<file path="src/rtl/fp_div_seq.sv">
`default_nettype none
// +--------------------------------------------------------------------------+
// | fp_div_seq: sequential IEEE-754 single-precision divider (restoring,     |
// | 26 quotient bits, flush-to-zero). FP_DIV_ROUND_NEAREST_EN selects RNE.   |
// | Revision: 1.0                                                            |
// +--------------------------------------------------------------------------+
module fp_div_seq (
    input  logic        clk,
    input  logic        rst_n,
    input  logic        in_valid,
    output logic        in_ready,
    input  logic [31:0] floatA,
    input  logic [31:0] floatB,
    output logic        out_valid,
    input  logic        out_ready,
    output logic [31:0] outFloat,
    output logic        div_by_zero
);
    typedef enum logic [1:0] {
        IDLE = 2'd0,
        DIV  = 2'd1,
        NORM = 2'd2,
        DONE = 2'd3
    } state_t;

    localparam logic [31:0] C_QNAN = 32'h7FC0_0000;
    localparam logic [30:0] C_INF  = 31'h7F80_0000;
`ifdef FP_DIV_ROUND_NEAREST_EN
    localparam logic        C_RNE  = 1'b1;
`else
    localparam logic        C_RNE  = 1'b0;
`endif

    state_t             state_q, state_d;
    logic               in_ready_q, in_ready_d;
    logic               out_valid_q, out_valid_d;
    logic [31:0]        out_q, out_d;
    logic               dz_q, dz_d;
    logic               sign_q, sign_d;
    logic [23:0]        mb_q, mb_d;
    logic [25:0]        rem_q, rem_d;
    logic [25:0]        quo_q, quo_d;
    logic signed [9:0]  exp_q, exp_d;
    logic [4:0]         cnt_q, cnt_d;

    // Operand classification; exp==0 counts as zero so subnormals never reach DIV.
    logic [7:0]  w_exp_a, w_exp_b;
    logic        w_nan_a, w_nan_b, w_inf_a, w_inf_b, w_zero_a, w_zero_b, w_sign;
    logic        w_special, w_special_dz;
    logic [31:0] w_special_res;

    assign w_exp_a  = floatA[30:23];
    assign w_exp_b  = floatB[30:23];
    assign w_nan_a  = (w_exp_a == 8'hFF) && (floatA[22:0] != 23'd0);
    assign w_nan_b  = (w_exp_b == 8'hFF) && (floatB[22:0] != 23'd0);
    assign w_inf_a  = (w_exp_a == 8'hFF) && (floatA[22:0] == 23'd0);
    assign w_inf_b  = (w_exp_b == 8'hFF) && (floatB[22:0] == 23'd0);
    assign w_zero_a = (w_exp_a == 8'h00);
    assign w_zero_b = (w_exp_b == 8'h00);
    assign w_sign   = floatA[31] ^ floatB[31];
    assign w_special = w_nan_a | w_nan_b | w_inf_a | w_inf_b | w_zero_a | w_zero_b;

    always_comb begin
        w_special_res = {w_sign, 31'd0};
        w_special_dz  = 1'b0;
        if (w_nan_a || w_nan_b || (w_zero_a && w_zero_b) || (w_inf_a && w_inf_b)) begin
            w_special_res = C_QNAN;
        end else if (w_zero_b) begin
            w_special_res = {w_sign, C_INF};
            w_special_dz  = 1'b1;
        end else if (w_inf_a) begin
            w_special_res = {w_sign, C_INF};
        end
    end

    // One restoring step: remainder is kept pre-shifted for the next compare.
    logic        w_ge;
    logic [25:0] w_rem_next;
    assign w_ge       = (rem_q >= {2'b00, mb_q});
    assign w_rem_next = w_ge ? (rem_q - {2'b00, mb_q}) : rem_q;

    logic [22:0]       w_mant;
    logic              w_guard, w_sticky, w_inc;
    logic [23:0]       w_mant_rnd;
    logic signed [9:0] w_exp_n, w_exp_r;
    logic [31:0]       w_result;

    always_comb begin
        if (quo_q[25]) begin
            w_mant   = quo_q[24:2];
            w_guard  = quo_q[1];
            w_sticky = quo_q[0] | (rem_q != 26'd0);
            w_exp_n  = exp_q;
        end else begin
            w_mant   = quo_q[23:1];
            w_guard  = quo_q[0];
            w_sticky = (rem_q != 26'd0);
            w_exp_n  = exp_q - 10'sd1;
        end
        w_inc      = C_RNE & w_guard & (w_sticky | w_mant[0]);
        w_mant_rnd = {1'b0, w_mant} + {23'd0, w_inc};
        w_exp_r    = w_mant_rnd[23] ? (w_exp_n + 10'sd1) : w_exp_n;
        if (w_exp_r >= 10'sd255) begin
            w_result = {sign_q, C_INF};
        end else if (w_exp_r <= 10'sd0) begin
            w_result = {sign_q, 31'd0};
        end else begin
            w_result = {sign_q, w_exp_r[7:0], w_mant_rnd[22:0]};
        end
    end

    always_comb begin
        state_d     = state_q;
        out_valid_d = out_valid_q;
        out_d       = out_q;
        dz_d        = dz_q;
        sign_d      = sign_q;
        mb_d        = mb_q;
        rem_d       = rem_q;
        quo_d       = quo_q;
        exp_d       = exp_q;
        cnt_d       = cnt_q;
        case (state_q)
            IDLE: begin
                if (in_valid && in_ready_q) begin
                    sign_d = w_sign;
                    mb_d   = {1'b1, floatB[22:0]};
                    rem_d  = {3'b001, floatA[22:0]};
                    quo_d  = 26'd0;
                    cnt_d  = 5'd0;
                    exp_d  = $signed({2'b00, w_exp_a}) - $signed({2'b00, w_exp_b}) + 10'sd127;
                    if (w_special) begin
                        out_d       = w_special_res;
                        dz_d        = w_special_dz;
                        out_valid_d = 1'b1;
                        state_d     = DONE;
                    end else begin
                        state_d = DIV;
                    end
                end
            end
            DIV: begin
                quo_d = {quo_q[24:0], w_ge};
                rem_d = w_rem_next << 1;
                cnt_d = cnt_q + 5'd1;
                if (cnt_q == 5'd25) begin
                    state_d = NORM;
                end
            end
            NORM: begin
                out_d       = w_result;
                dz_d        = 1'b0;
                out_valid_d = 1'b1;
                state_d     = DONE;
            end
            DONE: begin
                if (out_ready) begin
                    out_valid_d = 1'b0;
                    state_d     = IDLE;
                end
            end
            default: state_d = IDLE;
        endcase
        in_ready_d = (state_d == IDLE);
    end

    always_ff @(posedge clk or negedge rst_n) begin
        if (!rst_n) begin
            state_q     <= IDLE;
            in_ready_q  <= 1'b0;
            out_valid_q <= 1'b0;
            out_q       <= 32'd0;
            dz_q        <= 1'b0;
            sign_q      <= 1'b0;
            mb_q        <= 24'd0;
            rem_q       <= 26'd0;
            quo_q       <= 26'd0;
            exp_q       <= 10'sd0;
            cnt_q       <= 5'd0;
        end else begin
            state_q     <= state_d;
            in_ready_q  <= in_ready_d;
            out_valid_q <= out_valid_d;
            out_q       <= out_d;
            dz_q        <= dz_d;
            sign_q      <= sign_d;
            mb_q        <= mb_d;
            rem_q       <= rem_d;
            quo_q       <= quo_d;
            exp_q       <= exp_d;
            cnt_q       <= cnt_d;
        end
    end

    assign in_ready    = in_ready_q;
    assign out_valid   = out_valid_q;
    assign outFloat    = out_q;
    assign div_by_zero = dz_q;

endmodule
`default_nettype wire

</file>
<file path="config.mk">
export PLATFORM = sky130hd
export DESIGN_NAME = fp_div_seq
export DESIGN_NICKNAME = d
export VERILOG_FILES = /design/src/rtl/fp_div_seq.sv
export SDC_FILE = /design/constraint.sdc
export NUM_CORES = 1
export LEC_CHECK = 0
export CORE_UTILIZATION = 56
export DETAILED_ROUTE_END_ITERATION = 16
export PLACE_DENSITY = 0.81
export SLEW_MARGIN = 25
export SYNTH_ARGS = -nofsm -noshare
export SYNTH_HDL_FRONTEND = slang
export SYNTH_SLANG_ARGS = --single-unit
</file>
<file path="constraint.sdc">
create_clock -name clk -period 3.23 [get_ports clk]
set_input_delay 0.4845 -clock clk [delete_from_list [all_inputs] [get_ports clk]]
set_output_delay 0.4845 -clock clk [all_outputs]
set_load 0.02 [all_outputs]
</file>
==> reports/qor.yml <==
cts_root_buffer: "clkbuf_16"
place_congestion: 0.8847
tritoncts: "done"
final-hold-violation-count: 0
dpl.hpwl_um: 13700
p_seq_share_pct: 26.6
grt_pass1_wl_um: 32890
synth_edf_count: 0
synth_top_cells_by_area: "dfrtp_1 (41%), nand2_1 (9.0%), ha_1 (5.7%)"
cts.sinks: 129
area_growth_pct: 24.13
power_mw: 11.15
p_switching_mw: 4.792
nets: 1126
min_path_cells: 2
leakage_nw: 4.281
seq_area_frac_synth_pct: 40.59
clock.fmax_ghz: 0.3421
cp_cell_sequence: "or4_4 > nor4b_4 > xnor2_1 > nand4_1 > o211ai_4 > buf_4 > o21ai_2"
m1WireLength_um: 8264
placeableCoreArea_um2: 13880
num_rows: 43
fin_crit_sh_pct: 90.50
syn_area_per_cell_um2: 8.730
synth_top_area_share_pct: 40.59
final_max_slew_viol_count: 0
grt_usage_pct: 28.41
min-delay-path-class: "reg -> reg"
drive_above_1_share_pct: 10.56
htree_levels: 4
synth-warning-count: 0
worstSetupStartpointType: "flip-flop"
syn_inst: 911
highest_layer: "met4"
cellPowerDensity_nw_per_um2: 1129
p_sw_share_pct: 42.99
wl_um: 18880
clk_pin_slew_ps: 60
share_comb_of_total_power_pct: 55.6
arrival_ps: 3240
worst_r2r_path_depth: 7
vias: 6956
fin_crit_ps: 2923
grt_overflow_total: 0
dieHeight_um: 121.2
start_util_pct: 57.29
antenna_found_initial: 0
synthArstFlopShare_pct: 100.0
final_cell_mix: "nand2_1 (190), dfrtp_1 (129), clkdlybuf4s50_1 (101), o21ai_0 (85), inv_1 (50)"
fin_ws_ps: 307.0
syn_area_um2: 7953
worstPathRequired_ps: 3550
worstHoldStart: "mb_q[23]"
dp_slack_ps: -65.87
fin_area_um2: 9872
synthesis.nets: 1017
cpPeakStageDelay_ps: 680
wl_met2_um: 9296
routed-wl-met3_um: 788
viasPerCell: 5.739
cp.depth: 7
crit_start: "exp_q[1]"
synth_seq_cells: 129
p_int_mw: 6.355
path_buf_inv: 1
path_class: "reg -> reg"
p_clk_share_pct: 17.8
clockBufferDepth: 2
die_w_um: 121.2
yosys_most_used_dff: "dfrtp_1"
place_inst: 1180
pin_count: 103
port-buffer-count: 102
critPathTopFamily: "simple AND/OR/NAND/NOR gates"
antenna_cells: 0
setup_viol: 0
synth_top_area_cell: "dfrtp_1"
slew_headroom_pct: 36.59
finalNonFillerCells: 1212
ys_types: 69
outcome: "completed"
worstPathMaxFanout: 18
insertion_delay_ps: 430
wl_per_cell_um: 15.58
endpoint_kind: "flip-flop"
skew_ps: 8.824
grt_pass1_vias: 7082
grt_start_max_net_pins: 102
drtPass1Iterations: 5
placed_cell_area_um2: 9246
cts_buffers: 17
mostFrequentLayoutCell: "nand2_1"
rsz0062_at_grt: "no"
drt_iter0_markers: 397
maxCapViolCount: 0
timing.rr.start: "exp_q[1]"
cpMaxStageDelayCell: "o211ai_4"
vdd_drop_max_v: 0.0005736
tightestPinTransition_ps: 951.2
drt_drc_violations_left: 0
ant_nets: 0
die_area_um2: 14680
## through the flow
stage	hold slack [ps]	utilization, %	setup TNS [ps]
final	464.7	71.12	0
after global placement	430.5	66.61	-34.55
after detailed placement	431.7	66.61	-125.7
after floorplan	188.9	-	0
after CTS	468.1	71.08	0
after global routing	484.1	71.12	0
## cell families (layout without fill, tap and decap cells)
group	count (synthesis)	after routing	share of synthesized area (%)
AO/OA/AOI/OAI	224	224	18.31
XOR/XNOR	41	41	4.515
adder cells (fa/ha/maj)	38	38	6.167
buffers and inverters	93	214	4.972
flip-flops	129	129	40.59
multiplexers	42	42	5.318
AND/OR/NAND/NOR	344	344	20.12
## final timing paths
check | slack (ps) | to
max in group asynchronous | 1830 | mb_q[10]
worst min-delay path | 460 | mb_q[23]
worst min register to register | 460 | mb_q[23]
worst max-delay path | 310 | outFloat[19]
min in group asynchronous | 530 | exp_q[7]
worst max register to register | 310 | outFloat[19]
## routing by layer
metal / vias up / track usage (%)
met5: - / 0
met4: 0 / 12.73
met3: 47 / 5.451
met2: 167 / 48.82
met1: 3321 / 34.46
li1: 3421 / -
## tightest hold or removal path: stages, from the launching register on
cell and delay [ps]:
dfrtp_1 330, inv_1 50, nand2_1 50
## synthesized netlist by cell type, types with 3 or more instances
cell	n
nand2_1	190
dfrtp_1	129
o21ai_0	85
inv_1	50
a21oi_1	45
nor2_1	44
mux2i_1	40
ha_1	36
clkbuf_1	32
xnor2_1	26
o21ai_2	21
and3_1	17
nand3_1	17
xor2_1	15
nand4_1	11
nor3_1	11
a21o_1	10
nor4_1	10
nand2b_1	8
a31oi_1	7
or4_1	7
a211oi_1	6
nor2b_1	6
buf_1	5
o31a_1	5
a211o_1	4
o221a_2	4
o31ai_1	4
or2_2	4
or3_1	4
nor3b_1	3
o211ai_1	3
o21bai_1	3
o41ai_1	3
## layout make-up
cell class	instances	area, um^2
clock buffers	19	452.9
flip-flops and latches	129	3228
multi-input cells	689	4354
well taps	180	225.2
inverters	50	187.7
fillers	1073	4009
repair buffers	133	1266
clock inverters	12	157.7
## flip-flops by register name (all words and copies together), names as in the netlist
name and flops:
cnt_q 5, div_by_zero 1, exp_q 10, in_ready 1, mb_q 24, outFloat 32, out_valid 1, quo_q 26
rem_q 26, sign_q 1, state_q 2
## what timing repair did
action	CTS	global route
endpoints found under the hold margin	28	0
setup endpoints to repair	0	7
hold buffers	1	0
resized for setup	0	1
setup buffers	0	0
## power by group through the flow
stage	sequential, mW	clock, mW	combinational [mW]
final	2.97	1.98	6.20
after global routing	3.07	2.08	6.93
after CTS	2.96	2.00	6.18
after detailed placement	2.98	0	6.10
after global placement	2.95	0	5.94
after floorplan	3.02	0	4.38
Note: power is estimated with default switching activity, not from simulation.
